$ cat src/rtl/control_fsm.sv
// control_fsm: multi-cycle control unit for the 8-bit single-issue CPU.
// Accepts one opcode per valid/ready handshake, sequences it through
// EXEC / MEM_WAIT / WB, drives datapath strobes and traps on illegal
// opcodes or data-memory timeouts. Strobes are registered from the next
// state; BRANCH_TAKEN additionally gates the live ALU zero flag.
module control_fsm #(
  parameter int OPCODE_WIDTH = 8,
  parameter int ALUOP_WIDTH  = 3,
  parameter int MEM_TIMEOUT  = 255,
  parameter int CNT_WIDTH    = 16
) (
  input  logic                    CLK,
  input  logic                    RESET,
  input  logic [OPCODE_WIDTH-1:0] OPCODE,
  input  logic                    INSTR_VALID,
  output logic                    INSTR_READY,
  input  logic                    ZERO,
  input  logic                    BUSYWAIT,
  output logic                    IMM,
  output logic                    SIGN,
  output logic [ALUOP_WIDTH-1:0]  ALUOP,
  output logic                    WRITEENABLE,
  output logic                    MEMREAD,
  output logic                    MEMWRITE,
  output logic                    JUMP,
  output logic                    BRANCH_TAKEN,
  output logic                    FAULT,
  output logic [1:0]              FAULT_CODE,
  output logic [CNT_WIDTH-1:0]    RETIRED
);

  typedef enum logic [2:0] {
    DECODE   = 3'd0,
    EXEC     = 3'd1,
    MEM_WAIT = 3'd2,
    WB       = 3'd3,
    TRAP     = 3'd4
  } state_t;

  localparam logic [3:0] OP_LOADI = 4'd0;
  localparam logic [3:0] OP_MOV   = 4'd1;
  localparam logic [3:0] OP_ADD   = 4'd2;
  localparam logic [3:0] OP_SUB   = 4'd3;
  localparam logic [3:0] OP_AND   = 4'd4;
  localparam logic [3:0] OP_OR    = 4'd5;
  localparam logic [3:0] OP_J     = 4'd6;
  localparam logic [3:0] OP_BEQ   = 4'd7;
  localparam logic [3:0] OP_LWD   = 4'd8;
  localparam logic [3:0] OP_LWI   = 4'd9;
  localparam logic [3:0] OP_SWD   = 4'd10;
  localparam logic [3:0] OP_SWI   = 4'd11;

  localparam logic [ALUOP_WIDTH-1:0] ALU_FWD = ALUOP_WIDTH'(2'd0);
  localparam logic [ALUOP_WIDTH-1:0] ALU_ADD = ALUOP_WIDTH'(2'd1);
  localparam logic [ALUOP_WIDTH-1:0] ALU_AND = ALUOP_WIDTH'(2'd2);
  localparam logic [ALUOP_WIDTH-1:0] ALU_OR  = ALUOP_WIDTH'(2'd3);

  localparam logic [1:0] FC_NONE    = 2'b00;
  localparam logic [1:0] FC_ILLEGAL = 2'b01;
  localparam logic [1:0] FC_TIMEOUT = 2'b10;

  // The trap edge samples the MEM_TIMEOUT-th consecutive busy cycle, i.e.
  // the one seen while the counter already holds MEM_TIMEOUT-1.
  localparam logic [7:0] WAIT_LAST = 8'(MEM_TIMEOUT - 1);

  typedef struct packed {
    logic                   ready;
    logic                   imm;
    logic                   sign;
    logic [ALUOP_WIDTH-1:0] aluop;
    logic                   we;
    logic                   mem_read;
    logic                   mem_write;
    logic                   jump;
    logic                   br_sel;
    logic                   fault;
  } ctl_t;

  // Opcodes above 11 (any nonzero upper bit included) are illegal.
  function automatic logic is_illegal(input logic [OPCODE_WIDTH-1:0] op);
    return (op > OPCODE_WIDTH'(4'd11));
  endfunction

  function automatic logic is_load(input logic [3:0] op);
    return (op == OP_LWD) || (op == OP_LWI);
  endfunction

  function automatic logic is_mem(input logic [3:0] op);
    return (op >= OP_LWD);
  endfunction

  // Control word for a given state and latched opcode.
  function automatic ctl_t decode_ctl(input state_t st, input logic [3:0] op);
    ctl_t c;
    c = '0;
    case (st)
      DECODE: c.ready = 1'b1;
      EXEC: begin
        case (op)
          OP_LOADI: begin c.imm = 1'b1; c.aluop = ALU_FWD; c.we = 1'b1; end
          OP_MOV:   begin c.aluop = ALU_FWD; c.we = 1'b1; end
          OP_ADD:   begin c.aluop = ALU_ADD; c.we = 1'b1; end
          OP_SUB:   begin c.sign = 1'b1; c.aluop = ALU_ADD; c.we = 1'b1; end
          OP_AND:   begin c.aluop = ALU_AND; c.we = 1'b1; end
          OP_OR:    begin c.aluop = ALU_OR; c.we = 1'b1; end
          OP_J:     c.jump = 1'b1;
          OP_BEQ:   begin c.sign = 1'b1; c.aluop = ALU_ADD; c.br_sel = 1'b1; end
          OP_LWD:   begin c.aluop = ALU_FWD; c.mem_read = 1'b1; end
          OP_LWI:   begin c.imm = 1'b1; c.aluop = ALU_FWD; c.mem_read = 1'b1; end
          OP_SWD:   begin c.aluop = ALU_FWD; c.mem_write = 1'b1; end
          OP_SWI:   begin c.imm = 1'b1; c.aluop = ALU_FWD; c.mem_write = 1'b1; end
          default:  c = '0;
        endcase
      end
      MEM_WAIT: begin
        // Memory request, operand select and ALU op hold their EXEC values.
        c.imm       = (op == OP_LWI) || (op == OP_SWI);
        c.aluop     = ALU_FWD;
        c.mem_read  = is_load(op);
        c.mem_write = (op == OP_SWD) || (op == OP_SWI);
      end
      WB:      c.we = 1'b1;
      TRAP:    c.fault = 1'b1;
      default: c = '0;
    endcase
    return c;
  endfunction

  state_t      state_r, state_nxt_s;
  logic [3:0]  opcode_r, opcode_nxt_s;
  logic [7:0]  wait_cnt_r, wait_cnt_nxt_s;
  logic [1:0]  fault_code_r, fault_code_nxt_s;
  logic        retire_s;
  ctl_t        ctl_r;
  logic [CNT_WIDTH-1:0] retired_r;

  // Next-state, opcode latch, wait counter, fault code and retire pulse.
  always_comb begin
    state_nxt_s      = state_r;
    opcode_nxt_s     = opcode_r;
    wait_cnt_nxt_s   = wait_cnt_r;
    fault_code_nxt_s = fault_code_r;
    retire_s         = 1'b0;
    case (state_r)
      DECODE: begin
        if (INSTR_VALID) begin
          opcode_nxt_s = OPCODE[3:0];
          if (is_illegal(OPCODE)) begin
            state_nxt_s      = TRAP;
            fault_code_nxt_s = FC_ILLEGAL;
          end else begin
            state_nxt_s = EXEC;
          end
        end else begin
          state_nxt_s = DECODE;
        end
      end
      EXEC: begin
        wait_cnt_nxt_s = 8'd0;
        if (is_mem(opcode_r)) begin
          state_nxt_s = MEM_WAIT;
        end else begin
          state_nxt_s = DECODE;
          retire_s    = 1'b1;
        end
      end
      MEM_WAIT: begin
        if (BUSYWAIT) begin
          if (wait_cnt_r >= WAIT_LAST) begin
            state_nxt_s      = TRAP;
            fault_code_nxt_s = FC_TIMEOUT;
          end else begin
            wait_cnt_nxt_s = wait_cnt_r + 8'd1;
          end
        end else begin
          wait_cnt_nxt_s = 8'd0;
          if (is_load(opcode_r)) begin
            state_nxt_s = WB;
          end else begin
            state_nxt_s = DECODE;
            retire_s    = 1'b1;
          end
        end
      end
      WB: begin
        state_nxt_s = DECODE;
        retire_s    = 1'b1;
      end
      TRAP:    state_nxt_s = TRAP;
      default: state_nxt_s = DECODE;
    endcase
  end

  // State, counters and registered control strobes; reset drops any request.
  always_ff @(posedge CLK) begin
    if (!RESET) begin
      state_r      <= DECODE;
      opcode_r     <= 4'd0;
      wait_cnt_r   <= 8'd0;
      fault_code_r <= FC_NONE;
      retired_r    <= '0;
      ctl_r        <= decode_ctl(DECODE, 4'd0);
    end else begin
      state_r      <= state_nxt_s;
      opcode_r     <= opcode_nxt_s;
      wait_cnt_r   <= wait_cnt_nxt_s;
      fault_code_r <= fault_code_nxt_s;
      retired_r    <= retired_r + {{(CNT_WIDTH-1){1'b0}}, retire_s};
      ctl_r        <= decode_ctl(state_nxt_s, opcode_nxt_s);
    end
  end

  assign INSTR_READY  = ctl_r.ready;
  assign IMM          = ctl_r.imm;
  assign SIGN         = ctl_r.sign;
  assign ALUOP        = ctl_r.aluop;
  assign WRITEENABLE  = ctl_r.we;
  assign MEMREAD      = ctl_r.mem_read;
  assign MEMWRITE     = ctl_r.mem_write;
  assign JUMP         = ctl_r.jump;
  assign BRANCH_TAKEN = ctl_r.br_sel & ZERO;
  assign FAULT        = ctl_r.fault;
  assign FAULT_CODE   = fault_code_r;
  assign RETIRED      = retired_r;

endmodule
$ cat config.mk
export PLATFORM = sky130hd
export DESIGN_NAME = control_fsm
export DESIGN_NICKNAME = d
export VERILOG_FILES = /design/src/rtl/control_fsm.sv
export SDC_FILE = /design/constraint.sdc
export NUM_CORES = 1
export LEC_CHECK = 0
export BUFFER_PORTS_ARGS = -buffer_cell sky130_fd_sc_hd__clkbuf_2
export CAP_MARGIN = 15
export CORE_MARGIN = 2
export CORE_UTILIZATION = 45
export CTS_CLUSTER_SIZE = 16
export DETAILED_ROUTE_END_ITERATION = 8
export PLACE_DENSITY = 0.66
export SLEW_MARGIN = 5
export SYNTH_ARGS = -nofsm -noshare
export SYNTH_HDL_FRONTEND = slang
export SYNTH_SLANG_ARGS = --single-unit
$ cat constraint.sdc
create_clock -name CLK -period 2.15 [get_ports CLK]
set_input_delay 0.215 -clock CLK [delete_from_list [all_inputs] [get_ports CLK]]
set_output_delay 0.215 -clock CLK [all_outputs]
set_load 0.01 [all_outputs]
# Yosys cells after proc, flatten, opt, wreduce, memory -nomap -nowiden
# Index checks and enable logic that the tools add are counted.
[word_totals] reg_bits=45 in_bits=13 output_inout_bits=30 wordCells=99
[op_classes] n_addsub=2 magnitude_cmp=3 eq_ne=26 n_mux=34 n_bitwise=1 n_reduce_logical=18
[ops] op="$eq 4x4->1 const B" n=6
[ops] op="$add 16x1->16" n=1
[ops] op="$eq 4x3->1 const B" n=4
[ops] op="$mux 8" n=2
[ops] op="$pmux 8 s2" n=1
[ops] op="$eq 3x2->1 const B" n=4
[ops] op="$mux 1" n=12
[ops] op="$mux 2" n=6
[ops] op="$mux 3" n=4
[ops] op="$pmux 3 s4" n=1
[ops] op="$add 8x1->8 const B" n=1
[ops] op="$eq 4x2->1 const B" n=2
[ops] op="$ge 8x8->1 const B" n=1
[ops] op="$gt 8x4->1 const B" n=1
[ops] op="$mux 4" n=2
[ops] op="$ne 2x2->1 const B" n=4
[ops] op="$pmux 2 s2" n=2
[ops] op="$eq 3x1->1 const B" n=2
[ops] op="$eq 3x3->1 const B" n=2
[ops] op="$logic_not 3->1" n=2
[ops] op="$pmux 2 s3" n=1
[ops] op="$reduce_or 2->1" n=3
[ops] op="$reduce_or 3->1" n=2
[ops] op="$reduce_or 6->1" n=1
[ops] op="other kinds (11)" n=17

# Depth between registers and ports, before layout
[logic_depth] depth_word=7 depth_mapped=10 mapped_depth_nobuf=10

# Least setup slack after synthesis
# Ideal clock, no wire load.
[synth_timing] kind="register to register" from="reg state_r[0]" to="reg ctl_r (netlist bit IMM)" setup_ns=0.075 arrival_time_ns=1.914 setup_slack_ns=0.161 path_stages_with_launch=7 period_less_slack_ns=1.989 cell_sequence="dfxtp_1 buf_6 nor4b_4 mux2i_1 nand3_1 or3_1 o22ai_1"
[synth_via] elab_chain_len=6 word_cells_on_any_way=17 classes_between="7 x eq/ne; 6 x mux; 4 x reduce/logical"
[synth_lines] element="start, declared" line_no="129" source="state_t state_r, state_nxt_s;"
[synth_lines] element="start signal, assigned" line_no="204" source="state_r <= state_nxt_s;"
[synth_lines] element="$logic_not 3->1" line_no="144" source="case (state_r)"
[synth_lines] element="$mux 4" line_no="144"
[synth_lines] element="$eq 4x4->1 / $logic_not 4->1 (equally long branches)" line_no="99, 117"
[synth_lines] element="$reduce_or 3->1 (no line)"
[synth_lines] element="$mux 1" line_no="99" source="case (op)"
[synth_lines] element="$pmux 1 s2 (*)" line_no="96" source="case (st)"
[synth_lines] element="end signal, assigned" line_no="202" source="ctl_r <= decode_ctl(DECODE, 4'd0);"
[synth_lines] element="end signal, assigned" line_no="209" source="ctl_r <= decode_ctl(state_nxt_s, opcode_nxt_s);"
[synth_lines] element="end, declared" line_no="134" source="ctl_t ctl_r;"
# Mark *: on every way between the ends. The rest lies on a longest branch, timed or not.
# A chain may end at the register's enable or synchronous reset.

# Worst setup path after layout
[layout_timing] from="reg state_r[2]" to="reg ctl_r[1] (netlist name)"
[layout_via] elab_chain_len=5 word_cells_on_any_way=12 classes_between="5 x eq/ne; 5 x mux; 2 x reduce/logical"
[layout_lines] element="$mux 3" line_no="169" source="if (wait_cnt_r >= WAIT_LAST) begin"
[layout_lines] element="$mux 3" line_no="168" source="if (BUSYWAIT) begin"
[layout_lines] element="$pmux 3 s4" line_no="144"
[layout_lines] element="$eq 3x1->1" line_no="96"
[layout_lines] element="$reduce_and 2->1 (no line)"
# Several ways; a longest one is shown, not always the timed one.

==> results.sh <==
export IMPL_outcome="complete, no violations"
export IMPL_grt_pass1_wl_mm=7.203
export IMPL_ant_nets=0
export IMPL_port_buffers=41
export IMPL_fin_cells=324
export IMPL_yosysMostFrequentCell="dfxtp_1"
export IMPL_drive_gt1_share_pct=29.78
export IMPL_pwr_share_comb_pct=7.1
export IMPL_yosys_top_cells_area="dfxtp_1 (43%), and2_1 (4.3%), xnor2_1 (4.3%)"
export IMPL_async_flop_share_pct=0
export IMPL_reg2reg_from="state_r[2]$_SDFF_PN0_"
export IMPL_rows=24
export IMPL_gp_congestion=0.8391
export IMPL_post_synth_cell_area_avg_sq_um=9.478
export IMPL_numPlacedInstances=315
export IMPL_via_count=1719
export IMPL_clk_pin_slew_ps=80
export IMPL_worstPathMaxFanout=7
export IMPL_drc=0
export IMPL_met2WireLength_mm=1.861
export IMPL_dpl_hpwl_mm=3.060
export IMPL_hold_path_depth=3
export IMPL_fin_crit_sh_pct=93.28
export IMPL_worst_endpoint_arrival_ps=2230
export IMPL_grt_pass1_vias=1609
export IMPL_end_kind="register"
export IMPL_chipWidth_um=71.14
export IMPL_yosysSeqAreaShare_pct=43.43
export IMPL_holdWs_ps=241.2
export IMPL_synthToLayoutAreaGrowth_pct=23.50
export IMPL_synth_seq_cells=44
export IMPL_gr_total_overflow=0
export IMPL_synth_cell_type_count=54
export IMPL_initial_core_util_pct=46.58
export IMPL_clock_latency_ps=300
export IMPL_track_usage_pct=17.71
export IMPL_hold_class="in -> reg"
export IMPL_clkPwrFrac_pct=41.0
export IMPL_slew_limit_headroom_pct=65.78
export IMPL_syn_nets=231
export IMPL_coreArea_sq_um=4354
export IMPL_finalSetupTns_ps=0
export IMPL_ioPinCount=43
export IMPL_numCtsBuffers=5
export IMPL_yosysTopAreaCellShare_pct=43.43
export IMPL_die_area_sq_um=5060
export IMPL_avgViaCountPerCell=5.306
export IMPL_die_h_um=71.14
export IMPL_met3_length_um=228
export IMPL_min_period_ps=2006
export IMPL_drt_initial_drc_count=66
export IMPL_rsz0062_at_grt="false"
export IMPL_reg2regPathDepth=5
export IMPL_max_cap_viol_count=0
export IMPL_yosysWarnings=0
export IMPL_p_sw_uw=349.4
export IMPL_h_tree_depth=2
export IMPL_synth_common_cells="dfxtp_1 (44), nand2_1 (16), and2_1 (14)"
export IMPL_final_max_slew_viol_count=0
export IMPL_antenna_found_initial=0
export IMPL_critPathKind="reg -> reg"
export IMPL_nets=288
export IMPL_holdPathEnd="IMM$_SDFF_PN0_"
export IMPL_hold_path_startpoint="OPCODE[1]"
export IMPL_wl_per_cell_um=12.83
export IMPL_pwr_share_seq_pct=52.0
export IMPL_hold_viol=0
export IMPL_netSwitchingFraction_pct=21.77
export IMPL_r2r_end="ctl_r[1]$_SDFF_PN0_"
export IMPL_setup_viol=0
export IMPL_wl_met1_mm=2.003
export IMPL_synth_enable_flop_cells=0
export IMPL_postCtsHoldBufs=0
export IMPL_synth_top_flop_cell="dfxtp_1"
export IMPL_cts_root_buffer="clkbuf_8"
export IMPL_leakage_nw=1.060
export IMPL_critical_path_startpoint_type="register"
export IMPL_p_int_mw=1.256
export IMPL_cts_buffer_depth=2
export IMPL_clock_sinks=44
export IMPL_critPathRequiredTime_ps=2370
export IMPL_worst_slew_pin_slew_ps=508.7
export IMPL_clock_skew_ps=8.060
export IMPL_synthCells=214
export IMPL_fill_cells=380
export IMPL_grt_max_degree=27
export IMPL_power_density_nw_per_um2=640.9
export IMPL_syn_area_sq_um=2028
export IMPL_timing_reg2reg_setup_slack_ps=140
export IMPL_cts_tree="built"
export IMPL_fmax_mhz=498.6
export IMPL_routed_wl_mm=4.157
export IMPL_first_pass_iters=4
export IMPL_yosysTopAreaCell="dfxtp_1"
export IMPL_ir_worst_vdd_mv=0.4466
export IMPL_diodes=0
export IMPL_routed_top_layer="met4"
## logic make-up after synthesis
family                   after synthesis  synth area share (%)
AND/OR/NAND/NOR                       95                 28.62
flip-flops                            44                 43.43
AO/OA/AOI/OAI                         39                 13.88
XOR/XNOR                              14                 6.045
buffers and inverters                 13                 3.393
adder cells (fa/ha/maj)                4                 2.468
multiplexers                           4                 1.974
other                                  1                0.1849
## metal layers
metal  up-vias  global-route usage [%]
met2        40                   28.66
met3         5                   3.419
met1       801                   23.29
met4         0                   7.128
met5         -                       0
li1        873                       -
## flip-flops by register name (all words and copies together) (netlist names), 2 cells and up
name        flops
RETIRED        16
ALUOP           2
wait_cnt_r      8
FAULT_CODE      2
state_r         3
opcode_r        4
## cell type report
class	count	area [sq um]	area share (%)
Multi-Input combinational cell	157	1086	43.36
Sequential cell	44	880.8	35.16
Timing Repair Buffer	58	332.8	13.29
Clock buffer	6	82.58	3.297
Tap cell	52	65.06	2.597
Clock inverter	2	38.79	1.548
Inverter	5	18.77	0.7493
## layout by cell type, fill, tap and decap left out, drive strengths merged, types with 2 or more instances in the layout
master and count:
a211oi 2, a21boi 5, a21oi 8, a31oi 2, and2 14, and3 6, buf 17, clkbuf 47
dfxtp 44, ha 4, inv 5, mux2i 4, nand2 16, nand2b 2, nand3 7, nand4 4
nor2 12, nor2b 7, nor3 5, nor3b 2, nor4 4, nor4b 2, o211ai 2, o21ai 8
o31ai 2, or3 5, or4 4, xnor2 10, xor2 4
## power by group through the flow
stage          sequential (mW)  clock (mW)  combinational [mW]
2_1_floorplan            0.853           0              0.0634
3_3_place_gp             0.853           0               0.113
3_5_place_dp             0.853           0               0.113
4_1_cts                  0.834       0.676               0.113
5_1_grt                  0.836       0.706               0.127
6_report                 0.834       0.658               0.113
## worst max-delay path, stage by stage (launching register included)
cell and delay, ps:
dfxtp_1 400, or3b_4 440, or4b_4 530, a21oi_4 210, nand4_4 160, nor3_1 200
## worst max path at each step
| stage | startpoint | slack [ps] | cells after the start | to |
|---|---|---|---|---|
| after floorplan | state_r[0]$_SDFF_PN0_ | 160 | 6 | IMM$_SDFF_PN0_ |
| after global placement | wait_cnt_r[0]$_SDFFE_PN0P_ | 170 | 7 | MEMREAD$_SDFF_PN0_ |
| after detailed placement | state_r[2]$_SDFF_PN0_ | 160 | 5 | ctl_r[1]$_SDFF_PN0_ |
| after CTS | state_r[2]$_SDFF_PN0_ | 150 | 5 | ctl_r[1]$_SDFF_PN0_ |
| after global routing | opcode_r[1]$_SDFF_PN0_ | 10 | 9 | RETIRED[10]$_SDFF_PN0_ |
| final | state_r[2]$_SDFF_PN0_ | 140 | 5 | ctl_r[1]$_SDFF_PN0_ |
## per-stage QoR
step / setup WS, ps / cell area, sq um / util [%] / power [mW]
final: 144.5 / 2505 / 57.53 / 1.605
after global routing: 11.24 / 2505 / 57.53 / 1.669
after CTS: 145.5 / 2490 / 57.18 / 1.624
after detailed placement: 160.4 / 2369 / 54.40 / 0.9657
after global placement: 167.4 / 2369 / 54.40 / 0.9653
after floorplan: 161.3 / 2028 / - / 0.9168
## what timing repair did
action | in CTS | in global routing
setup buffers | 0 | 1
setup endpoints to repair | 0 | 9
resized for setup | 0 | 3
Power figures use the tool's default switching activity.
